**config.mk**
```make
export PLATFORM = sky130hd
export DESIGN_NAME = pc_gen_flat
export DESIGN_NICKNAME = d
export VERILOG_FILES = /design/src/rtl/pc_gen_if.sv /design/src/rtl/pc_gen.sv /design/src/flat_wrapper.sv
export SDC_FILE = /design/constraint.sdc
export NUM_CORES = 1
export LEC_CHECK = 0
export BUFFER_PORTS_ARGS = -buffer_cell sky130_fd_sc_hd__clkbuf_2
export CAP_MARGIN = 20
export CORE_ASPECT_RATIO = 1.25
export CORE_UTILIZATION = 51
export CTS_CLUSTER_DIAMETER = 50
export DETAILED_ROUTE_END_ITERATION = 8
export GPL_ROUTABILITY_DRIVEN = 0
export HOLD_SLACK_MARGIN = 0.05
export PLACE_DENSITY = 0.81
export SETUP_SLACK_MARGIN = 0.15
export SLEW_MARGIN = 15
export SYNTH_ARGS = -nofsm -noshare
export SYNTH_HDL_FRONTEND = slang
export SYNTH_SLANG_ARGS = --single-unit
```
**constraint.sdc**
```tcl
create_clock -name clk -period 2.5 [get_ports clk]
set_clock_uncertainty 0.2 [all_clocks]
set_input_delay 0.5 -clock clk [delete_from_list [all_inputs] [get_ports clk]]
set_output_delay 0.5 -clock clk [all_outputs]
set_load 0.03 [all_outputs]
```
**src/rtl/pc_gen_if.sv**
```systemverilog
// Fetch-PC bundle between redirect logic, pc_gen and the fetch port.
// slave is the pc_gen side; master is the driving side.
interface pc_gen_if #(
  parameter int XLEN = 32
);
  logic [2:0]      io_pc_sel;
  logic [XLEN-1:0] io_pc_br;
  logic [XLEN-1:0] io_pc_jmp;
  logic [XLEN-1:0] io_pc_jalr;
  logic [XLEN-1:0] io_pc_excp;
  logic            io_stall;
  logic            io_pc_ready;
  logic [XLEN-1:0] io_pc_out;
  logic            io_pc_valid;
  logic            io_pc_misalign;
  logic            io_pc_pending;

  modport slave (
    input  io_pc_sel, io_pc_br, io_pc_jmp,
    input  io_pc_jalr, io_pc_excp,
    input  io_stall, io_pc_ready,
    output io_pc_out, io_pc_valid,
    output io_pc_misalign, io_pc_pending
  );

  modport master (
    output io_pc_sel, io_pc_br, io_pc_jmp,
    output io_pc_jalr, io_pc_excp,
    output io_stall, io_pc_ready,
    input  io_pc_out, io_pc_valid,
    input  io_pc_misalign, io_pc_pending
  );
endinterface

```
**src/rtl/pc_gen.sv**
```systemverilog
// Registered fetch PC with stall-time redirect buffer,
// fetch handshake and redirect-target alignment check.
module pc_gen #(
  parameter int              XLEN         = 32,
  parameter logic [XLEN-1:0] RESET_VECTOR = 32'h0000_0200,
  parameter int              IALIGN       = 4
) (
  input  logic      clk,
  input  logic      reset,
  pc_gen_if.slave   bus
);
  localparam int LSB = $clog2(IALIGN);

  typedef enum logic [1:0] {
    BOOT,
    RUN,
    PEND
  } state_t;

  state_t          state_q, state_d;
  logic [XLEN-1:0] pc_q, pc_d;
  logic [XLEN-1:0] pend_q, pend_d;
  logic [XLEN-1:0] tgt;
  logic [XLEN-1:0] jalr_t;
  logic            is_redir;
  logic            is_excp;
  logic            mis;
  logic            ok_redir;
  logic            fire;

  assign jalr_t = {bus.io_pc_jalr[XLEN-1:1], 1'b0};

  // Decode the source select and pick the redirect target.
  always_comb begin
    tgt      = bus.io_pc_br;
    is_redir = 1'b0;
    is_excp  = 1'b0;
    unique case (bus.io_pc_sel)
      3'd1: begin
        tgt      = bus.io_pc_br;
        is_redir = 1'b1;
      end
      3'd2: begin
        tgt      = bus.io_pc_jmp;
        is_redir = 1'b1;
      end
      3'd3: begin
        tgt      = jalr_t;
        is_redir = 1'b1;
      end
      3'd4: is_excp = 1'b1;
      default: ;
    endcase
  end

  assign mis = is_redir && (state_q != BOOT)
            && (tgt[LSB-1:0] != '0);
  assign ok_redir = is_redir && !mis;
  assign fire = bus.io_pc_valid && bus.io_pc_ready;

  assign bus.io_pc_out      = pc_q;
  assign bus.io_pc_valid    = (state_q != BOOT);
  assign bus.io_pc_pending  = (state_q == PEND);
  assign bus.io_pc_misalign = mis;

  // Next PC, pending target and state.
  always_comb begin
    state_d = state_q;
    pc_d    = pc_q;
    pend_d  = pend_q;
    unique case (state_q)
      BOOT: state_d = RUN;
      RUN: begin
        if (is_excp) begin
          pc_d = bus.io_pc_excp;
        end else if (bus.io_stall) begin
          if (ok_redir) begin
            pend_d  = tgt;
            state_d = PEND;
          end
        end else if (ok_redir) begin
          pc_d = tgt;
        end else if (!is_redir && fire) begin
          pc_d = pc_q + XLEN'(IALIGN);
        end
      end
      PEND: begin
        if (is_excp) begin
          pc_d    = bus.io_pc_excp;
          pend_d  = '0;
          state_d = RUN;
        end else if (bus.io_stall) begin
          if (ok_redir) pend_d = tgt;
        end else begin
          pc_d    = ok_redir ? tgt : pend_q;
          pend_d  = '0;
          state_d = RUN;
        end
      end
      default: state_d = BOOT;
    endcase
  end

  // State, PC and pending registers.
  always_ff @(posedge clk or negedge reset) begin
    if (!reset) begin
      state_q <= BOOT;
      pc_q    <= RESET_VECTOR;
      pend_q  <= '0;
    end else begin
      state_q <= state_d;
      pc_q    <= pc_d;
      pend_q  <= pend_d;
    end
  end
endmodule

```
**src/flat_wrapper.sv**
```systemverilog
// flat-port wrapper written by rule: the top's interface ports become plain ports
module pc_gen_flat 
#(
  parameter int              XLEN         = 32,
  parameter logic [XLEN-1:0] RESET_VECTOR = 32'h0000_0200,
  parameter int              IALIGN       = 4
)
  (clk, reset, bus_io_pc_sel, bus_io_pc_br, bus_io_pc_jmp, bus_io_pc_jalr, bus_io_pc_excp, bus_io_stall, bus_io_pc_ready, bus_io_pc_out, bus_io_pc_valid, bus_io_pc_misalign, bus_io_pc_pending);
  pc_gen_if #(.XLEN(XLEN)) bus_i ();
  input  logic clk;
  input  logic reset;
  input wire logic [$bits(bus_i.io_pc_sel)-1:0] bus_io_pc_sel;
  input wire logic [$bits(bus_i.io_pc_br)-1:0] bus_io_pc_br;
  input wire logic [$bits(bus_i.io_pc_jmp)-1:0] bus_io_pc_jmp;
  input wire logic [$bits(bus_i.io_pc_jalr)-1:0] bus_io_pc_jalr;
  input wire logic [$bits(bus_i.io_pc_excp)-1:0] bus_io_pc_excp;
  input wire logic [$bits(bus_i.io_stall)-1:0] bus_io_stall;
  input wire logic [$bits(bus_i.io_pc_ready)-1:0] bus_io_pc_ready;
  output wire logic [$bits(bus_i.io_pc_out)-1:0] bus_io_pc_out;
  output wire logic [$bits(bus_i.io_pc_valid)-1:0] bus_io_pc_valid;
  output wire logic [$bits(bus_i.io_pc_misalign)-1:0] bus_io_pc_misalign;
  output wire logic [$bits(bus_i.io_pc_pending)-1:0] bus_io_pc_pending;
  assign bus_i.io_pc_sel = bus_io_pc_sel;
  assign bus_i.io_pc_br = bus_io_pc_br;
  assign bus_i.io_pc_jmp = bus_io_pc_jmp;
  assign bus_i.io_pc_jalr = bus_io_pc_jalr;
  assign bus_i.io_pc_excp = bus_io_pc_excp;
  assign bus_i.io_stall = bus_io_stall;
  assign bus_i.io_pc_ready = bus_io_pc_ready;
  assign bus_io_pc_out = bus_i.io_pc_out;
  assign bus_io_pc_valid = bus_i.io_pc_valid;
  assign bus_io_pc_misalign = bus_i.io_pc_misalign;
  assign bus_io_pc_pending = bus_i.io_pc_pending;
  pc_gen #(.XLEN(XLEN), .RESET_VECTOR(RESET_VECTOR), .IALIGN(IALIGN)) u_core (.clk(clk), .reset(reset), .bus(bus_i));
endmodule
```
Word-level counts from Yosys, hierarchy flattened
Index checks and enable logic that the tools add are counted.
- add/subtract/negate cells: 1
- bitwise logic cells: 0
- div/mod/pow operators: 0
- multiplexer cells: 22
- equal/unequal tests: 12
- shift operators: 0
- reductions and logical operators: 15
- magnitude comparators: 0
- multipliers: 0
- operators by type and width (operator ; number):
    $mux 32 ; 11
    $pmux 32 s2 ; 3
    $add 32x3->32 const B ; 1
    $mux 2 ; 5
    $reduce_and 4->1 ; 2
    $eq 3x2->1 const B ; 2
    $ne 3x2->1 const B ; 2
    $pmux 2 s3 ; 1
    $reduce_bool 2->1 ; 3
    $logic_and 1x1->1 ; 5
    $ne 2x2->1 const B ; 2
    $ne 4x1->1 const B ; 1
    $eq 3x1->1 const B ; 1
    $eq 3x3->1 const B ; 1
    $reduce_and 3->1 ; 1
    $reduce_or 3->1 ; 1
    $eq 2x1->1 const B ; 1
    $eq 2x2->1 const B ; 1
    $logic_not 1->1 ; 2
    $logic_not 2->1 ; 1
    $mux 1 ; 2
    $ne 2x1->1 const B ; 1
- bits in read-only memories: 0
- latch bits: 0
- input bits: 135
- output and inout bits: 35
- bits in registers: 66
- memories: 0
- RAM bits: 0

Logic depth before layout (Yosys ltp)
Gate-level depths: netlist (run 1).
- word-level depth: 11
- gate-level depth with buffers: 10

Worst setup path after synthesis (run 1)
OpenSTA, ideal clock, no wires.
- path kind: input to output
- start: input bus_io_pc_sel[0]
- end: output bus_io_pc_misalign
- slack: -1.164 ns
- cell stages on the path: 5
- data arrival time: 2.964 ns
- path through: buf_2 > buf_2 > buf_2 > o21ai_0 > a2111oi_0
- longest elaborated chain between the ends: 5
- RTL lines (item ; line ; RTL):
    from (decl) ; flat_wrapper.sv:12 ; input wire logic [$bits(bus_i.io_pc_sel)-1:0] bus_io_pc_sel;
    $eq 3x1->1 or $eq 3x2->1 (tied branches) ; pc_gen.sv:38 ; unique case (bus.io_pc_sel)
    $reduce_or 3->1 (no source line) ; -- ;
    $mux 1 ; pc_gen.sv:38 ;
    $logic_and 1x1->1 ; pc_gen.sv:56 ; assign mis = is_redir && (state_q != BOOT)
    $logic_and 1x1->1 * ; pc_gen.sv:57 ; && (tgt[LSB-1:0] != '0);
    to (decl) ; flat_wrapper.sv:21 ; output wire logic [$bits(bus_i.io_pc_misalign)-1:0] bus_io_pc_misalign;
Every way passes the cells marked *; elsewhere a longest branch is shown, timed or not.

Worst setup path in the final report (run 1)
- start: register u_core.state_q[0]
- end: register u_core.pc_q[29], in the netlist u_core.bus.io_pc_out[29]
- longest elaborated chain between the ends: 9
- RTL lines (item ; line ; RTL):
    from (decl) ; pc_gen.sv:20 ; state_t state_q, state_d;
    from (signal assigned) ; pc_gen.sv:111 ; state_q <= state_d;
    $reduce_bool 2->1 ; pc_gen.sv:56, pc_gen.sv:62 ;
    $logic_and 1x1->1 ; pc_gen.sv:56 ;
    $logic_and 1x1->1 ; pc_gen.sv:57 ;
    $logic_not 1->1 ; pc_gen.sv:58 ; assign ok_redir = is_redir && !mis;
    $logic_and 1x1->1 ; pc_gen.sv:58 ;
    $mux 32, on equally long branches ; pc_gen.sv:95, pc_gen.sv:81 ;
    $mux 32, on equally long branches ; pc_gen.sv:92, pc_gen.sv:76 ;
    $mux 32, on equally long branches ; pc_gen.sv:88, pc_gen.sv:74 ;
    $pmux 32 s2 ; pc_gen.sv:71 ; unique case (state_q)
    to (signal assigned) ; pc_gen.sv:112 ; pc_q <= pc_d;
    to (decl) ; pc_gen.sv:21 ; logic [XLEN-1:0] pc_q, pc_d;
Parallel ways exist; a longest one is shown, timed or not. The select of a mux whose other input is x is not followed.
A chain may end at the register's enable or synchronous reset.

==> run metrics, run 1 <==
Finished Cell Area 0.00677 mm2; Max Slew Vio Count 0; RSZ-0062 raised after global routing yes; Worst Setup End Kind flop; H-tree Lvls 3; most frequent cells in the layout clkbuf_2 (165), nand2_1 (83), nor2_1 (60), dfrtp_1 (59), o21ai_1 (51); CTS sink count 66; busiest grt layer met2; Max Clk Rate 422 MHz; vias 5911; WP buf/inv 2; I/O pin count 170; Worst slew margin 69.4%; Overflow after GRT 0; share of layout cells above drive strength 1 34.8%; clock-pin slew on the worst setup and hold paths 0.06 ns; GR Util All Layers 34.3%; Worst Tran Pin Value 0.459 ns; die span in x 89.6 um; CTS tree yes; Total Power 7790 uW; Layout Utilization 73.4%; Seq/Total Area, Yosys 33.8%; CTS Buf Count 9; Post-DRT Antenna Nets 0; via density per instance 6.22; HPWL Detailed 11.8 mm; syn_nets 766; effective utilization at floorplan 53.0%; most common cell after layout, fill and taps aside clkbuf_2; initial antenna violation count 0; Finish-stage setup viols 0; Syn Inst Count 627; Yosys top cell area share 33.3%; final std cells w/o fill 951; Netlist cell types 72; Inst Count DP 922; kind of critical path flop to flop; Crit path largest cell delay 0.54 ns; Power Density 1150 mW/mm2; n_diodes 0; HP Class primary input to flop; Layout Nets 962; GRT met3 Usage 6.67%; CP arrival 2.40 ns; Skew-Pair Late Insertion Delay 0.33 ns; Critical Path Fanout Max 4; Die ar. 0.00998 mm2; first-pass GRT wire length 26.6 mm; FF+latch count, synth 66; Crit-path slowest cell or4_1; CP most frequent cell inv_2; Cell Chain, Critical Path inv_2 > ha_4 > inv_2 > a31oi_2 > o31ai_4 > a22oi_2 > or4_1 > o221ai_1; I/O Buffers 168; VDD IR-drop max 0.721 mV; core outline area 0.00922 mm2; Period Utilization, post-route 94.7%; asr flop ratio synth 100%; critical path launch point type flop; dpl cell area 0.00618 mm2; syn avg cell area 7.80 um2; met2 Track Usage GR 55.5%; clk root buf clkbuf_16; top area cells in the synthesized netlist dfrtp_1 (33%), mux2i_1 (7.8%), nand2_1 (6.5%); area leader, netlist dfrtp_1; Die H 111 um; final hold vios 0; Post-Syn Area 0.00489 mm2; Post-synth top flop dfrtp_1; Pleak 0.00313 uW; required time of the worst setup path 2.54 ns; clock buffer depth 2; vias in the first global route 5665; DRC errors left 0; crit path time final 2.37 ns; met1 Usage GRT 42.0%; CP top delay family compound AO/OA/AOI/OAI gates; largest net degree at the start of global routing 55; EDFF count, synth 0; Detailed Routing Iterations Pass 1 6; status finished clean; area grow syn2layout 38.5%; WL per Instance 18.1 um; synth warn 0; Initial DRC Count 599; drt total wl 17.2 mm; Max-cap violations 0; # rows 39
==> where the power goes <==
part	leakage (uW)	internal, uW	switching, uW
clock network	0.000156	897	476
logic	0.00213	1780	2570
registers	0.000843	1580	496
total	0.00313	4250	3540
==> final timing paths <==
kind | startpoint | endpoint | slack [ns] | cells past startpoint
setup / recovery | u_core.state_q[0]$_DFFE_PN0P_ | u_core.bus.io_pc_out[29]$_DFFE_PN0P_ | 0.13 | 8
hold / removal | bus_io_pc_excp[3] | u_core.bus.io_pc_out[3]$_DFFE_PN0P_ | 0.22 | 3
setup reg to reg | u_core.state_q[0]$_DFFE_PN0P_ | u_core.bus.io_pc_out[29]$_DFFE_PN0P_ | 0.13 | 8
hold reg to reg | u_core.pend_q[10]$_DFFE_PN0P_ | u_core.pend_q[10]$_DFFE_PN0P_ | 0.29 | 2
max in group asynchronous | reset | u_core.bus.io_pc_out[9]$_DFFE_PN1P_ | 1.28 | 3
min in group asynchronous | reset | u_core.bus.io_pc_out[2]$_DFFE_PN0P_ | 0.32 | 2
==> registers in the layout (all words and copies together), names as in the netlist <==
register,cells
u_core.state_q,2
u_core.pend_q,32
u_core.bus.io_pc_out,32
==> worst min-delay path: cells and delay by family <==
kind	cells	cell delay, ns
buffers and inverters	1	0.09
AOI/OAI and AO/OA	1	0.07
and+or+nand+nor	1	0.05
==> what timing repair did <==
action	4_1_cts	5_1_grt
hold buffers	1	0
setup buffers	1	10
cloned	0	1
endpoints found under the setup margin	30	20
hold endpoints to repair	65	0
gates resized for setup	13	22
pin swaps	2	6
==> synth_stat cells (4+ instances only) <==
library cell,number
nor3_1,13
inv_1,12
a31oi_1,14
nand2_1,85
nor2_1,60
and2_1,4
o32a_1,4
o21ai_1,50
clkbuf_1,27
nor4_1,10
o21ai_0,49
dfrtp_1,65
ha_1,4
a22o_1,5
a211oi_1,5
nand3_1,14
nand4_1,8
a21oi_1,49
buf_2,14
nand2b_1,7
xnor2_1,12
mux2i_1,38
o31a_1,7
==> final cells by class <==
| cell class | count | area (um2) |
|---|---|---|
| clock inverter | 5 | 77.6 |
| tap | 123 | 154 |
| timing repair buffer | 229 | 1430 |
| fill | 694 | 2450 |
| clock buffer | 11 | 243 |
| multi-input combinational | 502 | 3150 |
| sequential | 66 | 1660 |
| inverter | 15 | 56.3 |
==> metal layers <==
metal	wire (um)	up-vias
met2	8490	422
met1	6350	2726
met3	1590	86
li1	-	2677
met5	0	-
met4	735	0
==> through the flow <==
| stage | hold slack [ns] | setup WS (ns) | TNS [ns] |
|---|---|---|---|
| 6_report | 0.218 | 0.133 | 0 |
| 5_1_grt | 0.226 | 0.0516 | 0 |
| 4_1_cts | 0.211 | 0.0921 | 0 |
| 3_5_place_dp | 0.124 | -0.117 | -0.145 |
| 3_3_place_gp | 0.121 | -0.0460 | -0.0460 |
| 2_1_floorplan | 0.00441 | 0.123 | 0 |
==> cells by family (layout without fill, tap and decap cells) <==
| family | count (synthesis) | count (layout) | share of synthesized area (%) |
|---|---|---|---|
| AO/OA/AOI/OAI | 219 | 219 | 27.4 |
| flip-flops | 66 | 66 | 33.8 |
| buffers and inverters | 59 | 260 | 5.12 |
| multiplexers | 41 | 41 | 8.47 |
| adder cells (fa/ha/maj) | 4 | 4 | 1.02 |
| AND/OR/NAND/NOR | 223 | 223 | 21.5 |
| XOR/XNOR | 15 | 15 | 2.69 |
Note: power is estimated with default switching activity, not from simulation.
==> run 2: changes to the inputs <==
--- a/config.mk
+++ b/config.mk
@@ -7,11 +7,10 @@
 export LEC_CHECK = 0
 export BUFFER_PORTS_ARGS = -buffer_cell sky130_fd_sc_hd__clkbuf_2
 export CAP_MARGIN = 20
-export CORE_ASPECT_RATIO = 1.25
+export CORE_ASPECT_RATIO = 0.8
 export CORE_UTILIZATION = 51
 export CTS_CLUSTER_DIAMETER = 50
 export DETAILED_ROUTE_END_ITERATION = 8
-export GPL_ROUTABILITY_DRIVEN = 0
 export HOLD_SLACK_MARGIN = 0.05
 export PLACE_DENSITY = 0.81
 export SETUP_SLACK_MARGIN = 0.15
==> run 2 against run 1 <==
  * The flow now finishes with violations (DRC)
  * Non-clock buffer count is 2 higher
  * Register-to-register slack about the same
  * Setup slack improved by 0.0025 ns
  * Design area decreased by 1.1%
  * Total power decreased by 4.3%
  * Flip-flop and latch count stayed put
  * Final cell count is 0.63% lower
  * Clock power down 13%
  * Sequential power hardly changed
  * Die area is the same
  * Global-route usage is 0.22 points lower
  * Critical path type unchanged
  * Largest power group unchanged
==> run metrics, run 2 (synthesized netlist as in run 1, its figures left out) <==
sequential share of power 27.8%; clk root buf clkbuf_16; switching part of the total power 46.9%; Max-cap violations 0; Critical Path Fanout Max 8; met1 Usage GRT 43.7%; Worst slew margin 72.9%; crit path time final 2.36 ns; largest net degree at the start of global routing 61; I/O Buffers 168; vias 5856; clock-pin slew on the worst setup and hold paths 0.06 ns; Initial DRC Count 697; Post-DRT Antenna Nets 0; fill count 706; H-tree Lvls 3; effective utilization at floorplan 53.2%; DRC errors left 13; Psw 3500 uW; via density per instance 6.20; final std cells w/o fill 945; Finish-stage setup viols 0; CTS tree yes; VDD IR-drop max 0.713 mV; share of layout cells above drive strength 1 34.1%; final hold vios 0; Die ar. 0.00998 mm2; busiest grt layer met2; CP arrival 2.38 ns; required time of the worst setup path 2.52 ns; Die H 89.6 um; internal power 3950 uW; setup TNS 0 ns; Max Slew Vio Count 0; core outline area 0.00919 mm2; I/O pin count 170; drt total wl 17.2 mm; kind of critical path flop to flop; clock buffer depth 2; Detailed Routing Iterations Pass 1 9; area grow syn2layout 37.0%; RSZ-0062 raised after global routing yes; Power Density 1110 mW/mm2; n_diodes 0; most frequent cells in the layout clkbuf_2 (165), nand2_1 (85), nor2_1 (60), dfrtp_1 (58); Layout Nets 964; Period Utilization, post-route 94.6%; first-pass GRT wire length 26.5 mm; Skew-Pair Late Insertion Delay 0.34 ns; Multi-input gate area 0.00312 mm2; Overflow after GRT 0; gpl congestion 0.946; Inst Count DP 914; initial antenna violation count 0; critical path launch point type flop; GRT met3 Usage 6.51%; Sequential cell area 0.00166 mm2; CTS sink count 66; most common cell after layout, fill and taps aside clkbuf_2; CTS Buf Count 9; status finished with violations; clock share of power 16.0%; Worst Setup End Kind flop; die span in x 111 um; GR Util All Layers 34.0%; HP Class primary input to flop; vias in the first global route 5495; Pleak 0.00313 uW; met2 Track Usage GR 56.8%; failing checks DRC; # rows 31; HPWL Detailed 12.2 mm; combinational group share of total power 56.3%; Worst Tran Pin Value 0.403 ns; WL per Instance 18.2 um; Max Clk Rate 423 MHz
run 2: power by group through the flow:
stage / Combinational, uW / Sequential [uW] / Clock [uW]
CTS: 3980 / 2040 / 1190
detailed placement: 3880 / 2050 / 0
global route: 4510 / 2130 / 1230
finish: 4190 / 2070 / 1190
floorplan: 2110 / 2420 / 0
global placement: 3740 / 2020 / 0
run 2: layer usage:
layer	share of wire, %	wire (um)
met1	40	6900
met2	47	8060
met3	10	1740
met4	2.7	470
met5	0	0
run 2: final timing paths:
kind / cells after the start / slack, ns / from / end
max: 8 / 0.14 / u_core.bus.io_pc_out[3]$_DFFE_PN0P_ / u_core.bus.io_pc_out[28]$_DFFE_PN0P_
min: 3 / 0.21 / bus_io_pc_excp[3] / u_core.bus.io_pc_out[3]$_DFFE_PN0P_
max reg2reg: 8 / 0.14 / u_core.bus.io_pc_out[3]$_DFFE_PN0P_ / u_core.bus.io_pc_out[28]$_DFFE_PN0P_
min reg2reg: 2 / 0.29 / u_core.pend_q[11]$_DFFE_PN0P_ / u_core.pend_q[11]$_DFFE_PN0P_
max in group asynchronous: 3 / 1.13 / reset / u_core.bus.io_pc_out[9]$_DFFE_PN1P_
min in group asynchronous: 2 / 0.35 / reset / u_core.bus.io_pc_out[5]$_DFFE_PN0P_
run 2: worst max-delay path: stages, from the launching register on:
cell     delay (ns)
dfrtp_2        0.42
ha_4           0.16
nand4_1        0.12
buf_6          0.17
nor4_4         0.38
buf_4          0.19
nand3_2        0.08
o211a_1        0.22
o32a_1         0.29
run 2: through the flow:
step / cell area (um2) / worst slack, ns / hold slack [ns] / total power, uW / utilization, %
6_report: 6700 / 0.135 / 0.208 / 7450 / 72.9
5_1_grt: 6700 / 0.0251 / 0.215 / 7870 / 72.9
4_1_cts: 6520 / 0.145 / 0.210 / 7210 / 71.0
3_5_place_dp: 6180 / 0.0119 / 0.156 / 5930 / 67.2
3_3_place_gp: 6180 / 0.0697 / 0.155 / 5760 / 67.2
2_1_floorplan: 4940 / 0.123 / 0.00441 / 4530 / -
run 2: layout make-up:
| class | instances | area share (%) |
|---|---|---|
| sequential | 66 | 24.8 |
| tap | 115 | 2.15 |
| inverter | 15 | 0.840 |
| multi-input combinational | 502 | 46.6 |
| clock inverter | 5 | 0.448 |
| clock buffer | 11 | 3.62 |
| timing repair buffer | 231 | 21.5 |
run 2: timing repair:
| item | in CTS | in global routing |
|---|---|---|
| hold endpoints to repair | 6 | 0 |
| pin swaps | 2 | 7 |
| gates resized for setup | 11 | 17 |
| setup buffers | 1 | 13 |
| setup endpoints to repair | 26 | 23 |
| hold buffers | 1 | 0 |
